### src/rtl/operand_ctrl.sv
// operand_ctrl: debounced pushbutton front end that steps two operands and an
// ALU op select, and on a commit press latches them for the ALU.
//   CLOCK_50      clock (rising edge)
//   RESET_N       asynchronous active-low reset
//   KEY[3:0]      raw active-low buttons: [0] op, [1] B, [2] A, [3] commit
//   SW            step direction (0 = up, 1 = down)
//   A, B, OP      live operand / op values
//   A_Q,B_Q,OP_Q  committed values
//   VALID         one-cycle pulse when the committed values load
module operand_ctrl #(
    parameter int unsigned WIDTH        = 8,
    parameter int unsigned MAX_VAL      = 9,
    parameter int unsigned NOPS         = 4,
    parameter int unsigned DEBOUNCE_CYC = 500000
) (
    input  logic             CLOCK_50,
    input  logic             RESET_N,
    input  logic [3:0]       KEY,
    input  logic             SW,
    output logic [WIDTH-1:0] A,
    output logic [WIDTH-1:0] B,
    output logic [3:0]       OP,
    output logic [WIDTH-1:0] A_Q,
    output logic [WIDTH-1:0] B_Q,
    output logic [3:0]       OP_Q,
    output logic             VALID
);

    localparam int unsigned      CNT_W  = $clog2(DEBOUNCE_CYC + 1);
    localparam logic [WIDTH-1:0] MAX_V  = WIDTH'(MAX_VAL);
    localparam logic [3:0]       MAX_OP = 4'(NOPS - 1);

    logic [3:0]       key_s1;
    logic [3:0]       key_s2;
    logic [3:0]       stable;
    logic [3:0]       stable_d;
    logic [CNT_W-1:0] cnt [4];
    logic             sw_s1;
    logic             sw_s2;
    logic [3:0]       press_c;

    // Wrap-around step for an operand bounded by MAX_V.
    function automatic logic [WIDTH-1:0] step_val(input logic [WIDTH-1:0] v,
                                                  input logic down);
        if (down) begin
            return (v == '0) ? MAX_V : v - WIDTH'(1);
        end
        return (v == MAX_V) ? '0 : v + WIDTH'(1);
    endfunction

    // Wrap-around step for the op select bounded by NOPS-1.
    function automatic logic [3:0] step_op(input logic [3:0] v, input logic down);
        if (down) begin
            return (v == '0) ? MAX_OP : v - 4'(1);
        end
        return (v == MAX_OP) ? '0 : v + 4'(1);
    endfunction

    // Synchronizers and per-key debounce: the stable state flips only after the
    // synchronized value has disagreed with it for DEBOUNCE_CYC straight cycles.
    always_ff @(posedge CLOCK_50 or negedge RESET_N) begin
        if (!RESET_N) begin
            key_s1   <= '1;
            key_s2   <= '1;
            stable   <= '1;
            stable_d <= '1;
            sw_s1    <= 1'b0;
            sw_s2    <= 1'b0;
            for (int i = 0; i < 4; i++) begin
                cnt[i] <= '0;
            end
        end else begin
            key_s1   <= KEY;
            key_s2   <= key_s1;
            stable_d <= stable;
            sw_s1    <= SW;
            sw_s2    <= sw_s1;
            for (int i = 0; i < 4; i++) begin
                if (key_s2[i] != stable[i]) begin
                    if (cnt[i] == CNT_W'(DEBOUNCE_CYC)) begin
                        stable[i] <= key_s2[i];
                        cnt[i]    <= '0;
                    end else begin
                        cnt[i] <= cnt[i] + CNT_W'(1);
                    end
                end else begin
                    cnt[i] <= '0;
                end
            end
        end
    end

    // Press event: the cycle right after a stable 1->0 transition.
    assign press_c = stable_d & ~stable;

    // Operand stepping and commit; commit captures the pre-step values.
    always_ff @(posedge CLOCK_50 or negedge RESET_N) begin
        if (!RESET_N) begin
            A     <= '0;
            B     <= '0;
            OP    <= '0;
            A_Q   <= '0;
            B_Q   <= '0;
            OP_Q  <= '0;
            VALID <= 1'b0;
        end else begin
            if (press_c[2]) begin
                A <= step_val(A, sw_s2);
            end
            if (press_c[1]) begin
                B <= step_val(B, sw_s2);
            end
            if (press_c[0]) begin
                OP <= step_op(OP, sw_s2);
            end
            if (press_c[3]) begin
                A_Q  <= A;
                B_Q  <= B;
                OP_Q <= OP;
            end
            VALID <= press_c[3];
        end
    end

endmodule
### config.mk
export PLATFORM = sky130hd
export DESIGN_NAME = operand_ctrl
export DESIGN_NICKNAME = d
export VERILOG_FILES = /design/src/rtl/operand_ctrl.sv
export SDC_FILE = /design/constraint.sdc
export NUM_CORES = 1
export LEC_CHECK = 0
export ABC_CLOCK_PERIOD_IN_PS = 2300
export CELL_PAD_IN_SITES_DETAIL_PLACEMENT = 0
export CELL_PAD_IN_SITES_GLOBAL_PLACEMENT = 2
export CORE_MARGIN = 3
export CORE_UTILIZATION = 38
export CTS_CLUSTER_DIAMETER = 30
export DETAILED_ROUTE_END_ITERATION = 7
export GPL_ROUTABILITY_DRIVEN = 0
export PLACE_DENSITY = 0.79
export SLEW_MARGIN = 15
export SYNTH_ARGS = -nofsm -noshare
export SYNTH_HDL_FRONTEND = slang
export SYNTH_SLANG_ARGS = --single-unit
### constraint.sdc
create_clock -name CLOCK_50 -period 2.3 [get_ports CLOCK_50]
set_input_delay 0.345 -clock CLOCK_50 [delete_from_list [all_inputs] [get_ports CLOCK_50]]
set_output_delay 0.345 -clock CLOCK_50 [all_outputs]
set_load 0.01 [all_outputs]
==> results.sh, run 1 <==
export IMPL_ys_seq_elements=135
export IMPL_fillers=1628
export IMPL_grt_overflow=0
export IMPL_fin_nets=777
export IMPL_grt_max_degree=74
export IMPL_maxCapViolations=0
export IMPL_place_area_um2=7760
export IMPL_skew_ps=9.74
export IMPL_synth_nets=721
export IMPL_drtIter0Drc=234
export IMPL_antenna_found_initial=0
export IMPL_fp_dieH_um=141
export IMPL_wirelength_mm=15.6
export IMPL_critical_path_class="reg -> reg"
export IMPL_rsz0062_at_grt="false"
export IMPL_synth_top_cell_area_share=0.429
export IMPL_worst_hold_path_type="in -> async"
export IMPL_crit_fanout=8
export IMPL_max_slew_margin_rel=0.648
export IMPL_setup_viol=0
export IMPL_peakVddDrop_uv=538
export IMPL_timing_final_crit_share=0.881
export IMPL_final_area_um2=8360
export IMPL_first_global_vias=5544
export IMPL_status="completed"
export IMPL_dieArea_um2=19900
export IMPL_clkLatencyLatePin_ps=410
export IMPL_io_buffers=47
export IMPL_initial_core_util=0.395
export IMPL_drive_above_1_share=0.128
export IMPL_syn_area_um2=6940
export IMPL_startpoint_type="flip-flop"
export IMPL_setup_tns_ps=0
export IMPL_worstPathRequired_ps=2600
export IMPL_num_vias=5430
export IMPL_worst_pin_slew_ps=528
export IMPL_post_route_worst_setup_slack_ps=273
export IMPL_cp_arrival_ps=2330
export IMPL_min_period_ps=2030
export IMPL_pre_cts_ws_ps=207
export IMPL_antennaDiodeCount=0
export IMPL_ios=48
export IMPL_syn_avg_cell_area_um2=9.99
export IMPL_path_clk_slew_ps=60
export IMPL_synth_top_cells_by_count="dfrtp_1, nor2_1, nand2_1, a21oi_1, xor2_1"
export IMPL_yosys_cell_count_top_type="dfrtp_1"
export IMPL_grt_pass1_wl_mm=27.1
export IMPL_synthTopCellsByArea="dfrtp_1, dfstp_2, xor2_1, nor2_1, ha_1"
export IMPL_hold_viol_final=0
export IMPL_ys_types=69
export IMPL_p_leak_nw=3.49
export IMPL_viasPerCell=5.49
export IMPL_area_growth_pct=20.4
export IMPL_grt_total_usage=0.164
export IMPL_crit_chain="inv_1, ha_1, nor4bb_2, a21oi_1, a221o_1, a22o_1"
export IMPL_max_stage_delay_ps=460
export IMPL_first_pass_iters=4
export IMPL_async_reset_ff_frac=1.00
export IMPL_fmax_ghz=0.493
export IMPL_cts_setup_buffers=0
export IMPL_die_x_um=141
export IMPL_drv_slew=0
export IMPL_ys_seq_area_frac=0.489
export IMPL_cp_slowest_cell="dfrtp_1"
export IMPL_clock_sinks=135
export IMPL_fp_coreArea_um2=17600
export IMPL_tritoncts="built"
export IMPL_yosys_area_top_type="dfrtp_1"
export IMPL_cts_path_max_buffers=2
export IMPL_place_hpwl_mm=10.8
export IMPL_powerDensity_nw_per_um2=628
export IMPL_synth_main_ff_cell="dfrtp_1"
export IMPL_post_drt_wl_per_cell_um=15.7
export IMPL_synth_edff_count=0
export IMPL_synthCells=695
export IMPL_yosysWarningCount=0
export IMPL_drc=0
export IMPL_cts_root_buf="clkbuf_16"
export IMPL_rows=48
export IMPL_htreeDepth=4
export IMPL_cts_buffers=17
export IMPL_antenna_left=0
export IMPL_cp_end_kind="flip-flop"
layer usage:
metal | global-route usage | up-vias | share of wire
met1 | 0.211 | 2675 | 0.46
met2 | 0.274 | 114 | 0.49
met5 | 0 | - | 0
met3 | 0.0414 | 15 | 0.039
met4 | 0.0479 | 0 | 0.012
li1 | - | 2626 | -
layout by cell type, fill, tap and decap left out, drive strengths merged, types with 9 or more instances in the layout:
cell | synthesis | layout
a21oi | 37 | 37
and3 | 9 | 9
and4 | 10 | 10
buf | 9 | 21
clkbuf | 22 | 26
clkdlybuf4s50 | 0 | 46
dfrtp | 119 | 119
dfstp | 16 | 16
ha | 19 | 19
inv | 26 | 26
mux2 | 17 | 17
nand2 | 50 | 50
nand3 | 29 | 29
nand4 | 21 | 21
nor2 | 73 | 73
nor4 | 13 | 13
o21ai | 34 | 34
o31ai | 13 | 13
or3 | 19 | 19
or4 | 15 | 15
xnor2 | 17 | 17
xor2 | 35 | 35
path summary, 6_finish.rpt:
kind	start	depth (start not counted)	slack, ps	to
max in group asynchronous	RESET_N	3	1400	key_s1[0]
max	A[1]	6	270	A[4]
min	RESET_N	2	280	cnt[12]
max reg2reg	A[1]	6	270	A[4]
min in group CLOCK_50	KEY[2]	1	330	key_s1[2]
min reg2reg	key_s1[1]	0	350	key_s2[1]
metrics by stage:
step | utilization | hold slack (ps) | std cells | total power, mW
floorplan | - | 49.4 | 695 | 2.54
global placement | 0.441 | 142 | 956 | 2.64
detailed placement | 0.441 | 145 | 956 | 2.65
CTS | 0.475 | 271 | 989 | 5.34
global route | 0.475 | 281 | 989 | 5.47
finish | 0.475 | 284 | 989 | 5.25
worst max-delay path: cells and delay by family (launching register included):
kind,cells,cell delay [ps]
fa+ha+maj,1,160
buf+inv,1,160
flops,1,460
simple gates,1,320
compound gates,3,810
final cells by class:
type	instances	area, um2	area share
clock buffers	26	519	0.0621
clock inverters	6	66.3	0.00793
inverters	27	101	0.0121
multi-input cells	502	3320	0.398
flip-flops and latches	135	3400	0.406
well taps	225	282	0.0337
repair buffers	68	669	0.0801
state kept, by name, indices dropped and copies added (netlist names):
| register | cells |
|---|---|
| cnt | 76 |
| A | 8 |
| A_Q | 8 |
| B | 8 |
| B_Q | 8 |
| OP | 4 |
| OP_Q | 4 |
| key_s1 | 4 |
| key_s2 | 4 |
| stable | 4 |
| stable_d | 4 |
| VALID | 1 |
| sw_s1 | 1 |
| sw_s2 | 1 |
power breakdown:
group          internal (mW)  switching (mW)  total (mW)
logic                 0.0592           0.109       0.168
registers               2.41          0.0262        2.44
clock network           1.66           0.983        2.64
total                   4.13            1.12        5.25
kinds of logic (layout without fill, tap and decap cells):
family                     after synthesis  after routing  synth area share
AOI/OAI and AO/OA                      129            129             0.128
adders and majority gates               19             19            0.0342
DFF                                    135            135             0.489
muxes                                   19             19            0.0305
and+or+nand+nor                        283            283             0.219
buffers and inverters                   58            127            0.0328
xor gates and xnor gates                52             52            0.0656
what timing repair did:
item,CTS,global route
resized for setup,0,1
setup endpoints to repair,0,1
endpoints found under the hold margin,78,0
hold buffers,1,0
(Power assumes the default switching activity.)
==> run 2: changes to the inputs <==
--- a/config.mk
+++ b/config.mk
@@ -9,10 +9,11 @@
 export CELL_PAD_IN_SITES_DETAIL_PLACEMENT = 0
 export CELL_PAD_IN_SITES_GLOBAL_PLACEMENT = 2
 export CORE_MARGIN = 3
-export CORE_UTILIZATION = 38
+export CORE_UTILIZATION = 41
 export CTS_CLUSTER_DIAMETER = 30
 export DETAILED_ROUTE_END_ITERATION = 7
-export GPL_ROUTABILITY_DRIVEN = 0
+export DONT_BUFFER_PORTS = 1
+export HOLD_SLACK_MARGIN = 0.1
 export PLACE_DENSITY = 0.79
 export SLEW_MARGIN = 15
 export SYNTH_ARGS = -nofsm -noshare
==> results.sh, run 2 (synthesis gave the netlist of run 1 again) <==
export IMPL_status="finished, violations left"
export IMPL_violations="hold timing"
export IMPL_first_pass_iters=5
export IMPL_fmax_ghz=0.496
export IMPL_grt_total_usage=0.170
export IMPL_grt_max_degree=136
export IMPL_peakVddDrop_uv=625
export IMPL_cp_arrival_ps=2350
export IMPL_area_growth_pct=14.5
export IMPL_cts_root_buf="clkbuf_16"
export IMPL_startpoint_type="flip-flop"
export IMPL_htreeDepth=4
export IMPL_max_slew_margin_rel=0.666
export IMPL_drive_above_1_share=0.142
export IMPL_r2r_end="cnt[56]"
export IMPL_fillers=1512
export IMPL_final_common_cell="dfrtp_1"
export IMPL_r2r_start="cnt[38]"
export IMPL_r2r_cells=5
export IMPL_io_buffers=0
export IMPL_cts_buffers=17
export IMPL_rrSetupSlack_ps=280
export IMPL_stdcell_count=942
export IMPL_antenna_found_initial=0
export IMPL_setup_tns_ps=0
export IMPL_worst_hold_path_type="in -> async"
export IMPL_powerDensity_nw_per_um2=683
export IMPL_place_hpwl_mm=10.1
export IMPL_cts_hold_buffers=5
export IMPL_fin_nets=739
export IMPL_cp_end_kind="flip-flop"
export IMPL_layout_common_cells="dfrtp_1, nor2_1, nand2_1"
export IMPL_rows=46
export IMPL_setup_viol=0
export IMPL_regMostFlops="cnt"
export IMPL_post_drt_wl_per_cell_um=15.9
export IMPL_clock_sinks=135
export IMPL_dieArea_um2=18500
export IMPL_maxCapViolations=0
export IMPL_cts_path_max_buffers=2
export IMPL_grt_overflow=0
export IMPL_place_congestion=0.812
export IMPL_max_stage_delay_ps=520
export IMPL_p_leak_nw=3.37
export IMPL_skew_ps=10.6
export IMPL_cp_slowest_cell="or4_1"
export IMPL_pre_cts_ws_ps=283
export IMPL_die_x_um=136
export IMPL_num_vias=5234
export IMPL_power_share_clock=0.532
export IMPL_post_route_worst_setup_slack_ps=285
export IMPL_grt_pass1_wl_mm=25.6
export IMPL_p_int_mw=4.29
export IMPL_crit_buf_inv=0
export IMPL_fp_coreArea_um2=16200
export IMPL_viasPerCell=5.56
export IMPL_tritoncts="built"
export IMPL_critical_path_class="reg -> reg"
export IMPL_path_clk_slew_ps=60
export IMPL_p_seq_frac=0.449
export IMPL_pwr_share_comb=0.020
export IMPL_critPathTopFamily="simple AND/OR/NAND/NOR gates"
export IMPL_clkLatencyLatePin_ps=420
export IMPL_drtIter0Drc=260
export IMPL_timing_final_crit_share=0.876
export IMPL_power_switching_mw=1.14
export IMPL_worst_pin_slew_ps=501
export IMPL_wirelength_mm=15.0
export IMPL_crit_fanout=6
export IMPL_min_period_ps=2020
export IMPL_drc=0
export IMPL_hold_viol_final=135
export IMPL_drv_slew=0
export IMPL_largest_register_ffs=76
export IMPL_crit_chain="ha_1, nand3_1, or3_1, or4_1, a21oi_1"
export IMPL_hold_ws_ps=-378
export IMPL_ios=48
export IMPL_antenna_left=0
export IMPL_dp_cells=905
export IMPL_initial_core_util=0.428
export IMPL_fp_dieH_um=136
export IMPL_first_global_vias=5267
export IMPL_antennaDiodeCount=0
export IMPL_switching_share=0.209
export IMPL_rsz0062_at_grt="false"
export IMPL_worstPathRequired_ps=2640
run 2: cell types whose count changed in the layout (fill, tap and decap cells not counted), moves of 2 or more:
cell,before,now
clkdlybuf4s50_1,46,0
bufinv_16,1,4
clkinv_2,1,4
buf_4,17,25
dlygate4sd3_1,1,5
buf_12,3,0
clkbuf_1,3,1
clkbuf_8,6,1
run 2: layout make-up:
| cell class | instances | area, um2 | share of cell area |
|---|---|---|---|
| Clock buffer | 19 | 443 | 0.0557 |
| Multi-Input combinational cell | 502 | 3320 | 0.418 |
| Timing Repair Buffer | 30 | 238 | 0.0299 |
| Inverter | 27 | 101 | 0.0128 |
| Tap cell | 216 | 270 | 0.0340 |
| Clock inverter | 13 | 179 | 0.0225 |
| Sequential cell | 135 | 3400 | 0.428 |
run 2: per-layer routing:
metal,GRT usage,up-vias,part of all wire
met5,0,-,0
met4,0.0599,0,0.016
met3,0.0392,21,0.040
met2,0.282,102,0.48
met1,0.220,2568,0.46
li1,-,2543,-
run 2: worst max-delay path by stage:
stage / to / from / slack, ps / cells after the start
3_5_place_dp: cnt[56] / cnt[38] / 280 / 5
6_report: cnt[56] / cnt[38] / 280 / 5
2_1_floorplan: B[5] / B[2] / 370 / 5
5_1_grt: cnt[56] / cnt[38] / 110 / 5
4_1_cts: cnt[56] / cnt[38] / 280 / 5
3_3_place_gp: cnt[56] / cnt[38] / 370 / 5
run 2: power by group through the flow:
stage | sequential [mW] | combinational (mW) | clock (mW)
after floorplan | 2.47 | 0.0733 | 0
after global placement | 2.48 | 0.0991 | 0
after detailed placement | 2.48 | 0.102 | 0
after CTS | 2.44 | 0.109 | 2.95
after global routing | 2.44 | 0.123 | 3.06
final | 2.44 | 0.107 | 2.89
run 2: repair_timing:
action,CTS,global route
buffers inserted,0,0
endpoints found under the hold margin,140,135
gates resized for setup,0,0
run 2: per-stage QoR:
step	utilization	total power [mW]	hold slack, ps	area [um2]
final	0.490	5.43	-378	7950
after detailed placement	0.448	2.58	53.8	7280
after global placement	0.448	2.58	53.3	7280
after floorplan	-	2.54	49.4	6940
after global routing	0.490	5.62	-404	7950
after CTS	0.490	5.49	-401	7950
run 2: worst register-to-register path, stage by stage, from the launching register on:
cell and delay (ps):
dfrtp_1 400, ha_1 200, nand3_1 210, or3_1 440
or4_1 520, a21oi_1 160
==> run 3: changes to the inputs <==
--- a/config.mk
+++ b/config.mk
@@ -5,16 +5,16 @@
 export SDC_FILE = /design/constraint.sdc
 export NUM_CORES = 1
 export LEC_CHECK = 0
-export ABC_CLOCK_PERIOD_IN_PS = 2300
+export ABC_CLOCK_PERIOD_IN_PS = 1660
 export CELL_PAD_IN_SITES_DETAIL_PLACEMENT = 0
 export CELL_PAD_IN_SITES_GLOBAL_PLACEMENT = 2
 export CORE_MARGIN = 3
-export CORE_UTILIZATION = 41
+export CORE_UTILIZATION = 37
 export CTS_CLUSTER_DIAMETER = 30
 export DETAILED_ROUTE_END_ITERATION = 7
 export DONT_BUFFER_PORTS = 1
 export HOLD_SLACK_MARGIN = 0.1
-export PLACE_DENSITY = 0.79
+export PLACE_DENSITY = 0.75
 export SLEW_MARGIN = 15
 export SYNTH_ARGS = -nofsm -noshare
 export SYNTH_HDL_FRONTEND = slang
==> constraint.sdc (replaced) <==
create_clock -name CLOCK_50 -period 1.66 [get_ports CLOCK_50]
set_input_delay 0.249 -clock CLOCK_50 [delete_from_list [all_inputs] [get_ports CLOCK_50]]
set_output_delay 0.249 -clock CLOCK_50 [all_outputs]
set_load 0.01 [all_outputs]
==> results.sh, run 3 (synthesis gave the netlist of run 1 again) <==
export IMPL_drv_slew=0
export IMPL_cts_buffers=17
export IMPL_ios=48
export IMPL_fp_coreArea_um2=18200
export IMPL_first_global_vias=5760
export IMPL_drtIter0Drc=301
export IMPL_maxCapViolations=0
export IMPL_antennaDiodeCount=0
export IMPL_place_hpwl_mm=11.6
export IMPL_crit_fanout=4
export IMPL_hold_ws_ps=-482
export IMPL_cp_end_kind="flip-flop"
export IMPL_fillers=1617
export IMPL_first_pass_iters=5
export IMPL_max_slew_margin_rel=0.742
export IMPL_critical_path_class="reg -> reg"
export IMPL_area_growth_pct=39.0
export IMPL_regMostFlops="cnt"
export IMPL_startpoint_type="flip-flop"
export IMPL_cts_path_max_buffers=2
export IMPL_timing_final_crit_share=1.09
export IMPL_skew_ps=8.48
export IMPL_tritoncts="built"
export IMPL_cts_root_buf="clkbuf_16"
export IMPL_antenna_found_initial=0
export IMPL_cts_hold_buffers=5
export IMPL_min_period_ps=1820
export IMPL_io_buffers=0
export IMPL_die_x_um=143
export IMPL_place_area_um2=8310
export IMPL_largest_register_ffs=76
export IMPL_layout_common_cells="buf_4, dfrtp_1, nand2_1"
export IMPL_clock_sinks=135
export IMPL_fp_dieH_um=143
export IMPL_peakVddDrop_uv=755
export IMPL_setup_tns_ps=-4290
export IMPL_rsz0062_at_grt="true"
export IMPL_violations="hold timing, setup timing"
export IMPL_clkLatencyLatePin_ps=420
export IMPL_rows=49
export IMPL_fmax_ghz=0.550
export IMPL_final_area_um2=9660
export IMPL_status="finished, violations left"
export IMPL_place_congestion=0.894
export IMPL_cp_arrival_ps=2170
export IMPL_grt_total_usage=0.170
export IMPL_antenna_left=0
export IMPL_fin_nets=876
export IMPL_setup_viol=44
export IMPL_path_clk_slew_ps=60
export IMPL_post_drt_wl_per_cell_um=15.6
export IMPL_wirelength_mm=17.1
export IMPL_worst_hold_path_type="in -> async"
export IMPL_grt_overflow=0
export IMPL_grt_max_degree=136
export IMPL_worst_pin_slew_ps=383
export IMPL_drc=0
export IMPL_hold_viol_final=135
export IMPL_num_vias=5827
export IMPL_grt_pass1_wl_mm=28.2
export IMPL_dieArea_um2=20400
export IMPL_powerDensity_nw_per_um2=768
export IMPL_post_route_worst_setup_slack_ps=-157
export IMPL_htreeDepth=4
export IMPL_p_leak_nw=4.17
export IMPL_viasPerCell=5.34
export IMPL_post_route_util=0.530
export IMPL_drive_above_1_share=0.397
export IMPL_initial_core_util=0.381
export IMPL_worstPathRequired_ps=2020
export IMPL_final_common_cell="buf_4"
==> run 3: changes by cell type in the layout (fill, tap and decap cells not counted), sizes merged <==
| cell | before | now |
|---|---|---|
| buf | 25 | 161 |
| clkbuf | 19 | 26 |
| bufinv | 4 | 2 |
| clkinv | 5 | 3 |
| clkinvlp | 4 | 3 |
| inv | 27 | 26 |
==> run 3: power by group <==
group          switching [mW]  internal [mW]
logic                   0.131          0.138
clock network            1.38           2.40
registers              0.0319           3.34
==> run 3: path summary, 6_finish.rpt <==
path,start,end,slack (ps),cells after the start
max,B[2],B[5],-160,4
min,RESET_N,cnt[15],-480,0
max reg2reg,B[2],B[5],-160,4
min reg2reg,key_s1[2],key_s2[2],360,0
max in group asynchronous,RESET_N,key_s1[2],1880,0
min in group CLOCK_50,key_s1[2],key_s2[2],360,0
==> run 3: worst max-delay path, cell delays in order, from the launching register on <==
cell and delay, ps:
dfrtp_1 380, or4_4 560, or4_4 430, a221oi_2 260, a211o_1 120
==> run 3: area by class of cell <==
| type | count | area (um2) | area share |
|---|---|---|---|
| clock buffers | 25 | 505 | 0.0524 |
| clock inverters | 7 | 92.6 | 0.00959 |
| inverters | 27 | 106 | 0.0110 |
| multi-input cells | 502 | 3870 | 0.401 |
| flip-flops and latches | 135 | 3410 | 0.353 |
| well taps | 229 | 287 | 0.0297 |
| repair buffers | 167 | 1380 | 0.143 |
==> run 3: repair_timing <==
| action | 4_1_cts | 5_1_grt |
|---|---|---|
| endpoints found under the setup margin | 52 | 91 |
| hold endpoints to repair | 140 | 135 |
| resized for setup | 41 | 91 |
| pin swaps | 18 | 28 |
| buffers inserted | 9 | 10 |
| cloned | 2 | 2 |
==> run 3: per-stage QoR <==
step                      std cells  setup WS [ps]  total power [mW]
after floorplan                 695           -171              3.53
after global placement         1033           -110              3.60
after detailed placement       1033           -166              3.61
after CTS                      1081           -161              7.50
after global routing           1092           -217              7.70
final                          1092           -157              7.42
==> run 3: per-layer routing <==
layer / wire, um / share of wire / track usage / vias up
met5: 0 / 0 / 0 / -
met4: 194 / 0.011 / 0.0500 / 0
met3: 745 / 0.044 / 0.0486 / 18
met2: 8370 / 0.49 / 0.273 / 106
met1: 7770 / 0.45 / 0.226 / 2871
li1: - / - / - / 2832
